File: src/rtl/aes_pkg.sv
// Shared AES column-mix definitions: FSM states, column count,
// MixColumns coefficient rows and GF(2^8) helpers.
package aes_pkg;

  typedef enum logic [1:0] {
    IDLE    = 2'd0,
    COMPUTE = 2'd1,
    HOLD    = 2'd2
  } imc_state_t;

  localparam int NUM_COLS = 4;

  // First matrix row; row r is this row rotated right by r bytes.
  // Element [0] is the coefficient applied to the same row index.
  localparam logic [3:0][7:0] INV_COEF = {8'h09, 8'h0d, 8'h0b, 8'h0e};
  localparam logic [3:0][7:0] FWD_COEF = {8'h01, 8'h01, 8'h03, 8'h02};

  // Low byte of the field polynomial x^8+x^4+x^3+x+1.
  localparam logic [7:0] POLY_RED = 8'h1b;

  function automatic logic [7:0] xtime(input logic [7:0] a);
    return {a[6:0], 1'b0} ^ (a[7] ? POLY_RED : 8'h00);
  endfunction

  // Shift-and-add multiply; with a constant b only the needed xtime taps survive.
  function automatic logic [7:0] gf_mul(input logic [7:0] a, input logic [7:0] b);
    logic [7:0] acc;
    logic [7:0] p;
    acc = 8'h00;
    p   = a;
    for (int i = 0; i < 8; i++) begin
      if (b[i]) acc = acc ^ p;
      p = xtime(p);
    end
    return acc;
  endfunction

endpackage

File: src/rtl/inv_mix_column_unit.sv
// One-column (Inv)MixColumns multiplier, purely combinational.
// With INV_MIX_COLUMNS_SEQ_FWD_EN defined, enc=1 selects the forward matrix.
module inv_mix_column_unit
  import aes_pkg::*;
(
`ifdef INV_MIX_COLUMNS_SEQ_FWD_EN
  input  logic        enc,
`endif
  input  logic [31:0] col_in,
  output logic [31:0] col_out
);

  logic [3:0][7:0] coef;
  logic [7:0]      acc;
  logic [1:0]      ci;

  // Matrix-vector product: out_r = XOR_k coef[(k-r) mod 4] * s_k.
  always_comb begin
`ifdef INV_MIX_COLUMNS_SEQ_FWD_EN
    coef = enc ? FWD_COEF : INV_COEF;
`else
    coef = INV_COEF;
`endif
    col_out = 32'h0;
    acc     = 8'h00;
    ci      = 2'd0;
    for (int r = 0; r < NUM_COLS; r++) begin
      acc = 8'h00;
      for (int k = 0; k < NUM_COLS; k++) begin
        ci  = 2'(k - r);
        acc = acc ^ gf_mul(col_in[8*k +: 8], coef[ci]);
      end
      col_out[8*r +: 8] = acc;
    end
  end

endmodule

File: src/rtl/inv_mix_columns_seq.sv
// Sequential AES InvMixColumns: captures a 128-bit state, transforms
// COLS_PER_CYCLE columns per cycle in place, then holds the result
// until the consumer takes it. in_last bypasses the transform.
// Optional macro INV_MIX_COLUMNS_SEQ_FWD_EN adds mode_enc (forward MixColumns).
module inv_mix_columns_seq
  import aes_pkg::*;
#(
  parameter int COLS_PER_CYCLE = 1
) (
  input  logic         clk,
  input  logic         rst,
  input  logic         in_valid,
  output logic         in_ready,
  input  logic [127:0] data_in,
  input  logic         in_last,
`ifdef INV_MIX_COLUMNS_SEQ_FWD_EN
  input  logic         mode_enc,
`endif
  output logic         out_valid,
  input  logic         out_ready,
  output logic [127:0] data_out,
  output logic         busy
);

  // STEP truncates to 0 when all four columns go at once; the counter then simply stays 0.
  localparam logic [1:0] STEP       = 2'(COLS_PER_CYCLE);
  localparam logic [1:0] LAST_GROUP = 2'(NUM_COLS - COLS_PER_CYCLE);

  imc_state_t   state_reg, state_next;
  logic [1:0]   col_cnt_reg;
  logic [127:0] work_reg;
  logic         last_group;
`ifdef INV_MIX_COLUMNS_SEQ_FWD_EN
  logic         mode_reg;
`endif

  logic [31:0]  unit_out [COLS_PER_CYCLE];
  logic [1:0]   col_idx  [COLS_PER_CYCLE];

  for (genvar gi = 0; gi < COLS_PER_CYCLE; gi++) begin : g_unit
    assign col_idx[gi] = col_cnt_reg + 2'(gi);
    inv_mix_column_unit u_unit (
`ifdef INV_MIX_COLUMNS_SEQ_FWD_EN
      .enc     (mode_reg),
`endif
      .col_in  (work_reg[32*col_idx[gi] +: 32]),
      .col_out (unit_out[gi])
    );
  end

  assign last_group = (col_cnt_reg == LAST_GROUP);
  assign data_out   = work_reg;

  // State register.
  always_ff @(posedge clk or posedge rst) begin
    if (rst) state_reg <= IDLE;
    else     state_reg <= state_next;
  end

  // Next-state and handshake outputs.
  always_comb begin
    state_next = state_reg;
    in_ready   = 1'b0;
    out_valid  = 1'b0;
    busy       = 1'b1;
    case (state_reg)
      IDLE: begin
        in_ready = 1'b1;
        busy     = 1'b0;
        if (in_valid) state_next = in_last ? HOLD : COMPUTE;
      end
      COMPUTE: begin
        if (last_group) state_next = HOLD;
      end
      HOLD: begin
        out_valid = 1'b1;
        if (out_ready) state_next = IDLE;
      end
      default: state_next = IDLE;
    endcase
  end

  // Working register: capture in IDLE, rewrite one column group per COMPUTE cycle.
  always_ff @(posedge clk or posedge rst) begin
    if (rst) begin
      work_reg    <= 128'h0;
      col_cnt_reg <= 2'd0;
`ifdef INV_MIX_COLUMNS_SEQ_FWD_EN
      mode_reg    <= 1'b0;
`endif
    end else if (state_reg == IDLE) begin
      if (in_valid) begin
        work_reg    <= data_in;
        col_cnt_reg <= 2'd0;
`ifdef INV_MIX_COLUMNS_SEQ_FWD_EN
        mode_reg    <= mode_enc;
`endif
      end
    end else if (state_reg == COMPUTE) begin
      for (int i = 0; i < COLS_PER_CYCLE; i++) begin
        work_reg[32*col_idx[i] +: 32] <= unit_out[i];
      end
      col_cnt_reg <= col_cnt_reg + STEP;
    end
  end

endmodule

File: config.mk
export PLATFORM = sky130hd
export DESIGN_NAME = inv_mix_columns_seq
export DESIGN_NICKNAME = d
export VERILOG_FILES = /design/src/rtl/aes_pkg.sv /design/src/rtl/inv_mix_column_unit.sv /design/src/rtl/inv_mix_columns_seq.sv
export SDC_FILE = /design/constraint.sdc
export NUM_CORES = 1
export LEC_CHECK = 0
export BUFFER_PORTS_ARGS = -buffer_cell sky130_fd_sc_hd__buf_2
export CAP_MARGIN = 20
export CORE_UTILIZATION = 35
export DETAILED_ROUTE_END_ITERATION = 8
export SYNTH_ARGS = -nofsm -noshare
export SYNTH_HDL_FRONTEND = slang
export SYNTH_SLANG_ARGS = --single-unit
File: constraint.sdc
create_clock -name clk -period 8.4 [get_ports clk]
set_input_delay 0.42 -clock clk [delete_from_list [all_inputs] [get_ports clk]]
set_output_delay 0.42 -clock clk [all_outputs]
set_load 0.02 [all_outputs]
==> reports/metrics.cfg <==
[place]
place.gp.congestion=0.954
dp_hpwl_mm=25.1
io_buffer_count=263

[global_route]
grt_overflow_total=0
grt_usage_pct=26.0
grt_pass1_vias=8187
grt_max_degree=75
grt_first_pass_wirelength_mm=51.6
antenna_found_initial=3

[final_layout]
area_growth_pct=23.1
regArea_sq_um=3310
finalNetCount=1237
drive_above_1_share_pct=33.5
fill_cells=2541
largest_reg_flops=128
multi_input_area_sq_um=5600

[timing]
final.min_clock_period_ns=4.02
max-slew-margin-rel_pct=31.7
rsz0062_at_grt=no
setup_viol=0
hold_viol=0
finalCritPeriodShare_pct=47.9
max_freq_ghz=0.249
worst_slew_pin_slew_ns=1.02
final_max_slew_viol_count=0
tns_ns=0
fin_skew_ns=0.0187

[drt]
wl_per_cell_um=24.0
dr.pass1.iters=5
drc=0
ant_nets=0
dr_total_vias=8170
drtIter0Drc=774
routed_wl_mm=34.8
vias_per_cell=5.63

[clock_network]
htreeDepth=4
clkLatencyLatePin_ns=0.43
post_cts_resized=0
numCtsBuffers=17
root_buffer=clkbuf_16
clock_sinks=132
cts_max_path_buffers=2
cts_tree=done
clk_pin_slew_ns=0.06
post_cts_buffers=0
postCtsHoldBufs=0

[yosys]
synth_top_family_by_area=XOR/XNOR gates
synth.avg_cell_area_sq_um=10.6
synth_cell_type_count=45
yosys.area_share.xor_xnor_pct=26.2
synth-seq-cells=132
synth_area_leaders=dfrtp_1 (36%), xnor2_1 (11%), nor2_1 (6.5%), mux4_2 (6.3%), xnor3_1 (6.1%)
yosys-top-cells-count=nor2_1 (160), dfrtp_1 (132), xnor2_1 (113)
synthSimpleGateAreaFrac_pct=9.04
yosysMostFrequentCell=nor2_1
synth-compound-area-share_pct=15.4
yosysSeqAreaShare_pct=35.6
yosysWarnings=0
synth.mux.area_fraction_pct=8.50
synth-async-reset-ratio_pct=100
ys.flop_type=dfrtp_1
synthAdderAreaFrac_pct=0.540
synth_area_leader_cell=dfrtp_1
syn-num-nets=1013
syn-cell-area_sq_um=9270
synth_top_area_share_pct=35.6
netlist_instances=876
synth_edf_count=0

[worst_setup_path]
path_max_fanout=38
crit_arrival_ns=4.36
cp.required_ns=8.74
cp-end-kind=flip-flop
cp_top_family=XOR/XNOR gates
critPathBufInv=1
cpMaxStageDelayCell=mux4_1
r2r_cells=8
path_cells=buf_4 -> mux4_1 -> xor3_1 -> xnor3_2 -> xnor2_2 -> xnor3_2 -> nand2b_1 -> a31oi_1
cp-start-kind=flip-flop
critical_path_depth=8
timing.rr.start=col_cnt_reg[0]
critPathKind=reg2reg
setup.worst_path.start=col_cnt_reg[0]
crit_path_frequent_cell=xnor3_2
max_stage_delay_ns=0.92

[die]
dieArea_sq_um=27100
die_y_um=165
io_pins=264
start_util_pct=35.7
rows=59
core_sq_um=26000
die_w_um=165

[status]
outcome=finished clean

[worst_hold_path]
min_path_type=in2async

[run]
max_cap_viol_count=0

-- through the flow --
stage / worst slack [ns] / util, % / std cells / hold WS [ns] / instance area, sq um
after floorplan: 4.45 / - / 876 / 0.560 / 9270
after global placement: 4.41 / 41.6 / 1416 / 0.504 / 10800
after detailed placement: 4.35 / 41.6 / 1416 / 0.507 / 10800
after CTS: 4.34 / 43.9 / 1448 / 0.172 / 11400
after global routing: 4.20 / 43.9 / 1448 / 0.218 / 11400
final: 4.38 / 43.9 / 1450 / 0.141 / 11400
-- final timing paths --
check                                  to  slack [ns]
max in group asynchronous  col_cnt_reg[0]        6.74
min in group clk            data_out[107]        0.23
max                          data_out[28]        4.38
min reg2reg                  data_out[67]        0.52
max reg2reg                  data_out[28]        4.38
min                          data_out[44]        0.14
-- final cells by class --
class                      count  share of cell area [%]
antenna                        2                  0.0439
clock buffer                  21                    4.12
clock inverter                11                    1.11
inverter                      11                   0.406
multi-input combinational    659                    49.1
sequential                   132                    29.0
tap                          335                    3.67
timing repair buffer         279                    12.6
-- layer usage --
| layer | vias up | part of all wire [%] | track usage, % |
|---|---|---|---|
| met2 | 464 | 49 | 42.1 |
| met4 | 2 | 2.6 | 9.42 |
| met1 | 4054 | 39 | 34.0 |
| met3 | 68 | 9.2 | 5.65 |
| li1 | 3582 | - | - |
| met5 | - | 0.034 | 0 |
-- layout by cell type (no fill, tap or decap), types with 3 or more instances in the layout --
cell type   instances
xnor2_2             9
mux2_2              4
and3_1              7
nand2_1            19
inv_1               9
ha_1                4
buf_4              16
buf_2             263
a221oi_1           48
nand2b_1            7
clkinvlp_4          4
mux4_2             26
nor2_1            160
mux4_1              6
o21ai_0             9
a21oi_4             4
nor2b_1             4
xnor2_1           113
o21ai_1             7
o221ai_1            4
nand3_1             4
clkbuf_16          17
a21oi_1            68
xnor3_2             4
clkbuf_8            3
o21a_1              4
xnor3_1            25
dfrtp_1           130
xnor2_4             4
a22oi_1            54
a31oi_1             5
xor2_1             40
xor3_1              6
-- kinds of logic after synthesis --
| group | Yosys count |
|---|---|
| buffers and inverters | 85 |
| XOR/XNOR | 203 |
| AND/OR/NAND/NOR | 206 |
| AO/OA/AOI/OAI | 210 |
| multiplexers | 36 |
| adder cells (fa/ha/maj) | 4 |
| flip-flops | 132 |
Power is not shown: default switching activity piles up to over one toggle a cycle in this logic, so the estimate is an artifact.
